[src/rtl/muldiv_seq.sv]
// muldiv_seq: iterative RV32M multiply/divide sequencer. It runs a radix-2 shift-add multiply or a restoring divide.
// Latency: done pulses WIDTH+2 cycles after the start edge. Divide-by-zero and signed overflow take 1 cycle.
// Backpressure: busy requests a pipeline stall. start is only sampled in IDLE/DONE. flush aborts at once.
// Ports: clk/rst_n (async active-low); start/op/operand_a/operand_b issue one operation;
//        flush aborts; busy = CALC|FIX; done = one-cycle result pulse; result holds the last value.
module muldiv_seq #(
  parameter int WIDTH = 32
) (
  input  logic             clk,
  input  logic             rst_n,
  input  logic             start,
  input  logic [2:0]       op,
  input  logic [WIDTH-1:0] operand_a,
  input  logic [WIDTH-1:0] operand_b,
  input  logic             flush,
  output logic             busy,
  output logic             done,
  output logic [WIDTH-1:0] result
);

  localparam int CW = $clog2(WIDTH) + 1;
  localparam logic [CW-1:0]    ITERS   = CW'(WIDTH);
  localparam logic [WIDTH-1:0] MIN_NEG = {1'b1, {(WIDTH-1){1'b0}}};

  typedef enum logic [1:0] {S_IDLE, S_CALC, S_FIX, S_DONE} state_t;

  state_t state_q, state_d;

  logic [2:0]       op_q;
  logic [CW-1:0]    cnt_q;
  logic [WIDTH-1:0] opnd_q;   // multiplicand |a| for multiply, divisor |b| for divide
  logic [WIDTH-1:0] hi_q;     // product high half / partial remainder
  logic [WIDTH-1:0] lo_q;     // multiplier then product low half / dividend then quotient
  logic             neg_q_q;  // product or quotient must be negated
  logic             neg_r_q;  // remainder must be negated (follows the dividend)
  logic [WIDTH-1:0] result_q;

  // Operand decode at the issue edge
  logic             a_signed, b_signed, a_neg, b_neg;
  logic [WIDTH-1:0] abs_a, abs_b;
  logic             div_zero, div_ovf, short_path, accept;
  logic [WIDTH-1:0] short_res;

  always_comb begin
    a_signed = 1'b0;
    b_signed = 1'b0;
    case (op)
      3'b001, 3'b100, 3'b110: begin a_signed = 1'b1; b_signed = 1'b1; end
      3'b010:                 a_signed = 1'b1;
      default:                ;
    endcase
  end

  assign a_neg      = a_signed & operand_a[WIDTH-1];
  assign b_neg      = b_signed & operand_b[WIDTH-1];
  assign abs_a      = a_neg ? (~operand_a + 1'b1) : operand_a;
  assign abs_b      = b_neg ? (~operand_b + 1'b1) : operand_b;
  assign div_zero   = (operand_b == '0);
  // Only DIV/REM (op[0]=0) are signed, so only they can overflow
  assign div_ovf    = ~op[0] & (operand_a == MIN_NEG) & (operand_b == '1);
  assign short_path = op[2] & (div_zero | div_ovf);
  assign short_res  = div_zero ? (op[1] ? operand_a : '1) : (op[1] ? '0 : MIN_NEG);
  assign accept     = start & ~flush & ((state_q == S_IDLE) | (state_q == S_DONE));

  // One iteration of each algorithm
  logic [WIDTH:0] mul_sum, rem_sh, rem_sub;
  logic           rem_ge;

  assign mul_sum = {1'b0, hi_q} + (lo_q[0] ? {1'b0, opnd_q} : '0);
  assign rem_sh  = {hi_q, lo_q[WIDTH-1]};
  assign rem_ge  = (rem_sh >= {1'b0, opnd_q});
  assign rem_sub = rem_sh - {1'b0, opnd_q};

  // Sign correction and result selection
  logic [2*WIDTH-1:0] prod, prod_fix;
  logic [WIDTH-1:0]   fix_res;

  assign prod     = {hi_q, lo_q};
  assign prod_fix = neg_q_q ? (~prod + 1'b1) : prod;

  always_comb begin
    fix_res = '0;
    case (op_q)
      3'b000:                 fix_res = prod_fix[WIDTH-1:0];
      3'b001, 3'b010, 3'b011: fix_res = prod_fix[2*WIDTH-1:WIDTH];
      3'b100, 3'b101:         fix_res = neg_q_q ? (~lo_q + 1'b1) : lo_q;
      default:                fix_res = neg_r_q ? (~hi_q + 1'b1) : hi_q;
    endcase
  end

  // Next-state logic
  always_comb begin
    state_d = state_q;
    if (flush) begin
      state_d = S_IDLE;
    end else begin
      case (state_q)
        S_IDLE, S_DONE: begin
          if (start)                  state_d = short_path ? S_DONE : S_CALC;
          else                        state_d = S_IDLE;
        end
        S_CALC: if (cnt_q == CW'(1)) state_d = S_FIX;
        S_FIX:                        state_d = S_DONE;
        default:                      state_d = S_IDLE;
      endcase
    end
  end

  always_ff @(posedge clk or negedge rst_n) begin
    if (!rst_n) state_q <= S_IDLE;
    else        state_q <= state_d;
  end

  always_ff @(posedge clk or negedge rst_n) begin
    if (!rst_n) begin
      op_q     <= '0;
      cnt_q    <= '0;
      opnd_q   <= '0;
      hi_q     <= '0;
      lo_q     <= '0;
      neg_q_q  <= 1'b0;
      neg_r_q  <= 1'b0;
      result_q <= '0;
    end else if (accept) begin
      op_q    <= op;
      cnt_q   <= ITERS;
      opnd_q  <= op[2] ? abs_b : abs_a;
      lo_q    <= op[2] ? abs_a : abs_b;
      hi_q    <= '0;
      neg_q_q <= a_neg ^ b_neg;
      neg_r_q <= a_neg;
      if (short_path) result_q <= short_res;
    end else if (!flush && state_q == S_CALC) begin
      cnt_q <= cnt_q - 1'b1;
      if (op_q[2]) begin
        // Restoring divide: shift in the next dividend bit, keep the subtraction if it did not go negative
        hi_q <= rem_ge ? rem_sub[WIDTH-1:0] : rem_sh[WIDTH-1:0];
        lo_q <= {lo_q[WIDTH-2:0], rem_ge};
      end else begin
        // Shift-add: the carry of the add becomes the new top bit after the right shift
        hi_q <= mul_sum[WIDTH:1];
        lo_q <= {mul_sum[0], lo_q[WIDTH-1:1]};
      end
    end else if (!flush && state_q == S_FIX) begin
      result_q <= fix_res;
    end
  end

  assign busy   = (state_q == S_CALC) | (state_q == S_FIX);
  assign done   = (state_q == S_DONE);
  assign result = result_q;

endmodule

[config.mk]
export PLATFORM = sky130hd
export DESIGN_NAME = muldiv_seq
export DESIGN_NICKNAME = d
export VERILOG_FILES = /design/src/rtl/muldiv_seq.sv
export SDC_FILE = /design/constraint.sdc
export NUM_CORES = 1
export LEC_CHECK = 0
export ABC_CLOCK_PERIOD_IN_PS = 4500
export CORE_MARGIN = 2
export CORE_UTILIZATION = 40
export CTS_BUF_LIST = sky130_fd_sc_hd__clkbuf_16
export DETAILED_ROUTE_END_ITERATION = 6
export PLACE_DENSITY = 0.59
export SLEW_MARGIN = 20
export SYNTH_ARGS = -nofsm -noshare
export SYNTH_HDL_FRONTEND = slang
export SYNTH_SLANG_ARGS = --single-unit
export TNS_END_PERCENT = 5
[constraint.sdc]
create_clock -name clk -period 4.5 [get_ports clk]
set_input_delay 0.9 -clock clk [delete_from_list [all_inputs] [get_ports clk]]
set_output_delay 0.9 -clock clk [all_outputs]
set_load 0.05 [all_outputs]
Yosys cells after proc, flatten, opt, wreduce, memory -nomap -nowiden
Index checks and enable logic that the tools add are counted.
- logic and storage cells: 100
- input bits: 71
- output and inout bits: 34
- register bits: 141
- $add $sub $neg: 8
- reductions and logical operators: 14
- $lt $le $gt $ge: 1
- mux-type cells: 32
- bitwise logic cells: 18
- equal/unequal tests: 18
- operators with widths (cell ; number):
    32-bit two-way mux ; 21
    32-bit by 1-bit adder with 32-bit output (second input constant) ; 4
    32-bit NOT ; 4
    32-bit one-hot mux with 3 select lines ; 1
    64-bit by 1-bit adder with 64-bit output (second input constant) ; 1
    32-bit equality test (second input constant) ; 2
    64-bit two-way mux ; 1
    64-bit NOT ; 1
    32-bit by 32-bit adder with 33-bit output ; 1
    33-bit by 32-bit greater-or-equal comparator with 1-bit output ; 1
    32-bit zero test ; 1
    32-bit subtractor ; 1
    3-bit equality test (second input constant) ; 4
    6-bit two-way mux ; 2
    3-bit by 2-bit equality test with 1-bit output (second input constant) ; 3
    2-bit two-way mux ; 4
    1-bit bitwise AND ; 7
    3-bit by 1-bit equality test with 1-bit output (second input constant) ; 2
    6-bit by 1-bit equality test with 1-bit output (second input constant) ; 1
    2-bit one-hot mux with 3 select lines ; 1
    3-bit OR reduction ; 2
    6-bit by 1-bit subtractor with 6-bit output (second input constant) ; 1
    2-bit equality test (second input constant) ; 2
    2-bit inequality test (second input constant) ; 2
    other kinds (14) ; 21

Longest topological paths before layout
Gate-level depths: netlist of run 1.
- word-level depth: 9
- mapped depth: 15
- mapped depth without buffers: 14

Least setup slack after synthesis of run 1
Ideal clock, no wire load.
- path type: input port to flip-flop
- start point: input operand_b[18]
- end point: register result_q[5] (netlist: result[5])
- setup slack: 0.899 ns
- cell stages on the path: 9
- data required time: 4.372 ns
- path buffers: 1
- arrival: 3.473 ns
- path through: or4_4 or3_4 or4_4 or3_4 nor3_4 nor2_1 o21a_1 buf_2 mux2_1
- longest elaborated chain between the ends: 6
- RTL lines (what ; RTL line ; source):
    from (decl) ; 14 ; input logic [WIDTH-1:0] operand_b,
    32-bit equality test ; 60 ; assign div_ovf = ~op[0] & (operand_a == MIN_NEG) & (operand_b == '1);
    1-bit bitwise AND ; 60 ;
    1-bit OR ; 61 ; assign short_path = op[2] & (div_zero | div_ovf);
    1-bit bitwise AND ; 61 ;
    2-bit inequality test (no line) ; -- ;
    3-bit AND reduction (no line) ; -- ;
    to (signal assigned) ; 132 ; if (short_path) result_q <= short_res;
    to (signal assigned) ; 145 ; result_q <= fix_res;
    to (decl) ; 36 ; logic [WIDTH-1:0] result_q;
Parallel ways exist; a longest one is shown, timed or not. The select of a mux whose other input is x is not followed.
A chain may end at the register's enable or synchronous reset.

Worst setup path after layout of run 1
- start point: register lo_q[0]
- end point: register result_q[4] (netlist: result[4])
- longest elaborated chain between the ends: 7
- RTL lines (what ; RTL line ; source):
    from (decl) ; 33 ; logic [WIDTH-1:0] lo_q;
    from (signal assigned) ; 128 ; lo_q <= op[2] ? abs_a : abs_b;
    from (signal assigned) ; 138 ; lo_q <= {lo_q[WIDTH-2:0], rem_ge};
    from (signal assigned) ; 142 ; lo_q <= {mul_sum[0], lo_q[WIDTH-1:1]};
    64-bit NOT / 32-bit NOT (equally long branches) ; 79, 86 ;
    64-bit by 1-bit adder with 64-bit output / 32-bit by 1-bit adder with 32-bit output (equally long branches) ; 79, 86 ;
    64-bit two-way mux / 32-bit two-way mux (equally long branches) ; 79, 86 ;
    32-bit one-hot mux with 3 select lines (*) ; 83 ; case (op_q)
    32-bit two-way mux (*) ; 144 ; end else if (!flush && state_q == S_FIX) begin
    32-bit two-way mux (*) ; 133 ; end else if (!flush && state_q == S_CALC) begin
    32-bit two-way mux (*) ; 124 ; end else if (accept) begin
Mark *: on every way between the ends. The rest lies on a longest branch, timed or not. The select of a mux whose other input is x is not followed.

==> results.json, run 1 <==
{
  "fmax_mhz": 247,
  "finalSetupViolCount": 0,
  "whs_endpoint": "opnd_q[4]$_DFFE_PN0P_",
  "postSynthCellCount": 1929,
  "hold_path_startpoint": "opnd_q[4]$_DFFE_PN0P_",
  "grt_pass1_wl_mm": 86.7,
  "clk_pin_slew_worst_paths_ns": 0.06,
  "grt_use_total": 0.298,
  "die_y_um": 195,
  "num_rows": 69,
  "hold_viol_final": 0,
  "grt_pass1_vias": 14200,
  "wl_per_cell_um": 23.2,
  "nFillCells": 3636,
  "rr_worst_depth": 10,
  "tns_ns": 0,
  "hold_buffers": 0,
  "chipWidth_um": 195,
  "layout-drive-gt1-share": 0.0677,
  "cts_sinks": 141,
  "worstPathArrival_ns": 4.35,
  "cts_tree": "done",
  "initial_utilization": 0.408,
  "min_period_ns": 4.05,
  "nets": 2127,
  "maxSlewHeadroom": 0.332,
  "core_area_sq_um": 35700,
  "holdCritPathClass": "flop to flop",
  "synth_edf_count": 0,
  "synth_flop_cell": "dfrtp_1",
  "first_pass_iters": 6,
  "design_area_sq_um": 16800,
  "synth-seq-cells": 141,
  "dpl.cell_count": 2422,
  "gr-total-overflow": 0,
  "syn_area_sq_um": 14600,
  "numCtsBuffers": 17,
  "register_area_sq_um": 3530,
  "clock_path_buffers": 2,
  "rrSetupSlack_ns": 0.45,
  "fin_crit_sh": 0.900,
  "routed_wl_mm": 56.9,
  "area_delta_synth_final_pct": 15.4,
  "clockRootBuffer": "clkbuf_16",
  "ys_types": 77,
  "multi_input_area_sq_um": 10300,
  "critPathLaunchType": "flop",
  "worstMarginPinSlew_ns": 0.999,
  "dp_hpwl_mm": 45.0,
  "crit_required_ns": 4.80,
  "hold_path_depth": 2,
  "drt-initial-drc-count": 1673,
  "async_flop_share": 1.00,
  "ir_drop_uv": 346,
  "drv_cap": 0,
  "final_cell_mix": "207 x nand2_1, 204 x o21ai_0, 173 x nor2_1",
  "dieArea_sq_um": 38000,
  "cp_max_fo": 8,
  "yosysSeqAreaShare": 0.242,
  "cts_resized": 0,
  "endpoint_kind": "flop",
  "clock_skew_ns": 0.0114,
  "yosysWarnings": 0,
  "clk_latency_ns": 0.45,
  "grt_max_degree": 88,
  "maxSlewViolCount": 0,
  "viasPerCell": 6.08,
  "leakagePower_nw": 7.13,
  "avgSynthCellArea_sq_um": 7.56,
  "reg2reg_to": "result[4]$_DFFE_PN0P_",
  "port_buffers": 104,
  "ant_nets": 0,
  "place_area_sq_um": 16200,
  "outcome": "finished, final reports clean",
  "power.density_nw_per_um2": 783,
  "post-cts-setup-buffers": 0,
  "synth.net_count": 2076,
  "vias": 14900,
  "gp_congestion": 0.990,
  "final_cells": 2455,
  "layout_commonest_cell": "nand2_1",
  "htreeDepth": 4,
  "antenna_found_initial": 0,
  "worstSetupPathType": "flop to flop",
  "r2r-start": "lo_q[0]$_DFFE_PN0P_",
  "post-route-drc-count": 0,
  "io_pins": 105,
  "grt_setup_unrepaired": "no"
}
## final cells by class
type	instances	area share
Tap cell	461	0.0342
Timing Repair Buffer	170	0.0932
Inverter	69	0.0154
Multi-Input combinational cell	1581	0.612
Clock buffer	17	0.0253
Sequential cell	141	0.210
Clock inverter	15	0.0102
Antenna cell	1	0.000149
## stage by stage
step / utilization / power, W / hold WS (ns) / setup slack [ns]
after global placement: 0.454 / 0.0115 / 0.463 / 0.180
after global routing: 0.471 / 0.0141 / 0.510 / 0.124
after floorplan: - / 0.00861 / 0.450 / 0.899
final: 0.471 / 0.0132 / 0.482 / 0.450
after CTS: 0.471 / 0.0130 / 0.487 / 0.470
after detailed placement: 0.454 / 0.0115 / 0.472 / 0.116
## cell usage after synthesis (7+ instances only)
master,n,area share
nor4_1,13,0.0056
a21oi_1,162,0.056
o221ai_1,45,0.027
or3_1,22,0.0094
o21bai_1,10,0.0051
clkbuf_1,119,0.031
nand4_1,24,0.010
nand3_1,22,0.0075
or2_2,9,0.0039
or4_1,17,0.0087
a31oi_1,12,0.0051
o31ai_1,20,0.010
o21ai_0,204,0.070
buf_1,11,0.0028
ha_1,74,0.063
a211oi_1,22,0.011
nor2_1,176,0.045
o41ai_1,13,0.0078
a21o_1,48,0.025
buf_2,7,0.0024
nor3_1,24,0.0082
mux2i_1,66,0.045
inv_1,69,0.018
dfrtp_1,141,0.24
o22ai_1,7,0.0030
o21ai_1,10,0.0034
nand2b_1,21,0.0090
nor2b_1,9,0.0039
o211ai_1,34,0.017
nand2_1,207,0.053
xnor2_1,116,0.070
a22oi_1,11,0.0057
xor2_1,88,0.053
## power breakdown
part,switching [W],internal [W],leakage (nW)
Combinational,0.00567,0.00334,5.05
Clock,0.000612,0.000870,0.293
Sequential,0.000879,0.00182,1.79
## sequential cells by signal (all words and copies together) (netlist names)
register	cells
lo_q	32
opnd_q	32
cnt_q	6
state_q	2
hi_q	32
op_q	3
neg_q_q	1
neg_r_q	1
result	32
## critical path: stages (launching register included)
cell and delay (ns):
dfrtp_1 0.45, inv_1 0.27, ha_1 0.24, or3b_2 0.51
nor4_1 0.49, nand2_1 0.28, or4_1 0.73, o21ai_0 0.27
xnor2_1 0.10, o221ai_1 0.41, o211ai_1 0.14
## cell families (layout without fill, tap and decap cells)
logic type               count (synthesis)  in the layout  synth area share
adder cells (fa/ha/maj)                 76             76            0.0662
flip-flops                             141            141             0.242
AND/OR/NAND/NOR                        586            586             0.191
multiplexers                            68             68            0.0468
buffers and inverters                  207            271            0.0539
other                                    0              1                 0
XOR/XNOR                               204            204             0.122
AO/OA/AOI/OAI                          647            647             0.277
## worst max-delay path by stage
stage | depth (start not counted) | slack [ns] | startpoint | to
6_report | 10 | 0.45 | lo_q[0]$_DFFE_PN0P_ | result[4]$_DFFE_PN0P_
5_1_grt | 15 | 0.12 | lo_q[0]$_DFFE_PN0P_ | hi_q[29]$_DFFE_PN0P_
4_1_cts | 15 | 0.47 | lo_q[0]$_DFFE_PN0P_ | hi_q[29]$_DFFE_PN0P_
3_5_place_dp | 11 | 0.12 | operand_b[18] | result[17]$_DFFE_PN0P_
3_3_place_gp | 11 | 0.18 | operand_b[18] | result[17]$_DFFE_PN0P_
2_1_floorplan | 9 | 0.90 | operand_b[18] | result[5]$_DFFE_PN0P_
## routing by layer
metal / vias up / wire, um / GRT usage
met4: 0 / 2780 / 0.150
met3: 97 / 3520 / 0.0409
met2: 567 / 25500 / 0.467
li1: 7070 / - / -
met1: 7204 / 25200 / 0.403
met5: - / 0 / 0
(Power assumes the default switching activity.)
==> run 2, diff against run 1 <==
CELL_PAD_IN_SITES_DETAIL_PLACEMENT = 1   (was default)
CELL_PAD_IN_SITES_GLOBAL_PLACEMENT = 1   (was default)
PLACE_DENSITY = 0.75   (was 0.59)
==> run 2 against run 1 <==
Compared with the run above: worst setup slack got worse by 0.068 ns; non-clock buffer count rose by 1; critical path depth increased by 2; wire length increased by 7.2%; sequential power is 6% lower; global-route usage up 2.6 points; die area is the same; largest cell class unchanged; flip-flop and latch count stayed put; clock-buffer cell count unchanged.
==> results.json, run 2 (synthesis gave the netlist of run 1 again) <==
{
  "clock_path_buffers": 2,
  "crit_required_ns": 4.84,
  "vias": 15200,
  "htreeDepth": 4,
  "maxSlewViolCount": 0,
  "drv_cap": 0,
  "layout-drive-gt1-share": 0.0697,
  "io_pins": 105,
  "grt_max_degree": 86,
  "clock_skew_ns": 0.0173,
  "routed_wl_mm": 61.0,
  "whs_ns": 0.404,
  "fin_crit_sh": 0.915,
  "antennaDiodeCount": 0,
  "drt-initial-drc-count": 1328,
  "tns_ns": 0,
  "gr-total-overflow": 0,
  "register_area_sq_um": 3530,
  "chipWidth_um": 195,
  "ant_nets": 0,
  "place_area_sq_um": 16200,
  "endpoint_kind": "flop",
  "worstPathArrival_ns": 4.46,
  "post-route-drc-count": 0,
  "gp_congestion": 0.954,
  "finalSetupViolCount": 0,
  "dp_hpwl_mm": 48.3,
  "layout_commonest_cell": "nand2_1",
  "core_area_sq_um": 35700,
  "numCtsBuffers": 17,
  "grt_pass1_vias": 15600,
  "num_rows": 69,
  "viasPerCell": 6.19,
  "critPathLaunchType": "flop",
  "cts_sinks": 141,
  "grt_pass1_wl_mm": 95.3,
  "worstSetupPathType": "flop to flop",
  "cp_max_fo": 35,
  "area_delta_synth_final_pct": 15.4,
  "fmax_mhz": 243,
  "antenna_found_initial": 2,
  "outcome": "finished, final reports clean",
  "grt_use_total": 0.324,
  "design_area_sq_um": 16800,
  "initial_utilization": 0.408,
  "clockRootBuffer": "clkbuf_16",
  "port_buffers": 104,
  "multi_input_area_sq_um": 10300,
  "wl_per_cell_um": 24.9,
  "die_y_um": 195,
  "grt_setup_unrepaired": "no",
  "worstMarginPinSlew_ns": 1.14,
  "cts_tree": "done",
  "post-cts-setup-buffers": 0,
  "power.density_nw_per_um2": 809,
  "maxSlewHeadroom": 0.230,
  "nets": 2128,
  "dieArea_sq_um": 38000,
  "final_cell_mix": "207 x nand2_1, 204 x o21ai_0, 173 x nor2_1",
  "ir_drop_uv": 461,
  "leakagePower_nw": 7.13,
  "clk_pin_slew_worst_paths_ns": 0.08,
  "nFillCells": 4407,
  "first_pass_iters": 5,
  "min_period_ns": 4.12,
  "clk_latency_ns": 0.46,
  "hold_viol_final": 0,
  "holdCritPathClass": "input port to asynchronous set/reset pin"
}
==> run 2: path summary, 6_finish.rpt <==
| check | startpoint | end | slack, ns | depth (start not counted) |
|---|---|---|---|---|
| min | rst_n | state_q[1]$_DFFE_PN0P_ | 0.40 | 1 |
| max | hi_q[2]$_DFFE_PN0P_ | hi_q[19]$_DFFE_PN0P_ | 0.38 | 12 |
| max reg2reg | hi_q[2]$_DFFE_PN0P_ | hi_q[19]$_DFFE_PN0P_ | 0.38 | 12 |
| max in group asynchronous | rst_n | op_q[2]$_DFFE_PN0P_ | 3.15 | 2 |
| min in group clk | opnd_q[21]$_DFFE_PN0P_ | opnd_q[21]$_DFFE_PN0P_ | 0.48 | 1 |
| min reg2reg | opnd_q[21]$_DFFE_PN0P_ | opnd_q[21]$_DFFE_PN0P_ | 0.48 | 1 |
==> run 2: timing repair <==
action,in CTS,in global routing
hold buffers,0,0
endpoints found under the setup margin,0,2
gates resized for setup,0,1
==> run 2: through the flow <==
stage           util  setup WS, ns  power (W)  cells
5_1_grt        0.471        0.0578     0.0145   2455
4_1_cts        0.471         0.326     0.0135   2455
2_1_floorplan      -         0.899    0.00861   1929
3_3_place_gp   0.454         0.223     0.0117   2423
3_5_place_dp   0.454         0.161     0.0119   2423
6_report       0.471         0.382     0.0136   2455
==> run 2: cell type report <==
| type | count | share of cell area |
|---|---|---|
| Sequential cell | 141 | 0.210 |
| Clock inverter | 15 | 0.0102 |
| Clock buffer | 17 | 0.0253 |
| Tap cell | 461 | 0.0342 |
| Inverter | 69 | 0.0154 |
| Multi-Input combinational cell | 1581 | 0.612 |
| Timing Repair Buffer | 171 | 0.0929 |
==> run 2: where the power goes <==
part | internal (W) | leakage [nW] | switching (W)
Clock | 0.000746 | 0.290 | 0.000737
Combinational | 0.00341 | 5.05 | 0.00618
Sequential | 0.00182 | 1.79 | 0.000736
Total | 0.00598 | 7.13 | 0.00765
==> run 2: routing by layer <==
layer	global-route usage	routed length, um
met1	0.426	26800
met4	0.133	2460
met2	0.539	28600
met3	0.0416	3110
met5	0	21
==> run 2: worst max-delay path: stages (launching register included) <==
cell	delay (ns)
dfrtp_1	0.52
ha_1	0.44
nand3_1	0.17
o21bai_1	0.23
a311oi_1	0.57
or3_1	0.21
a21o_1	0.20
a31oi_1	0.27
o31ai_4	0.52
buf_12	0.29
mux2i_1	0.22
nor2_1	0.05
a221o_1	0.28
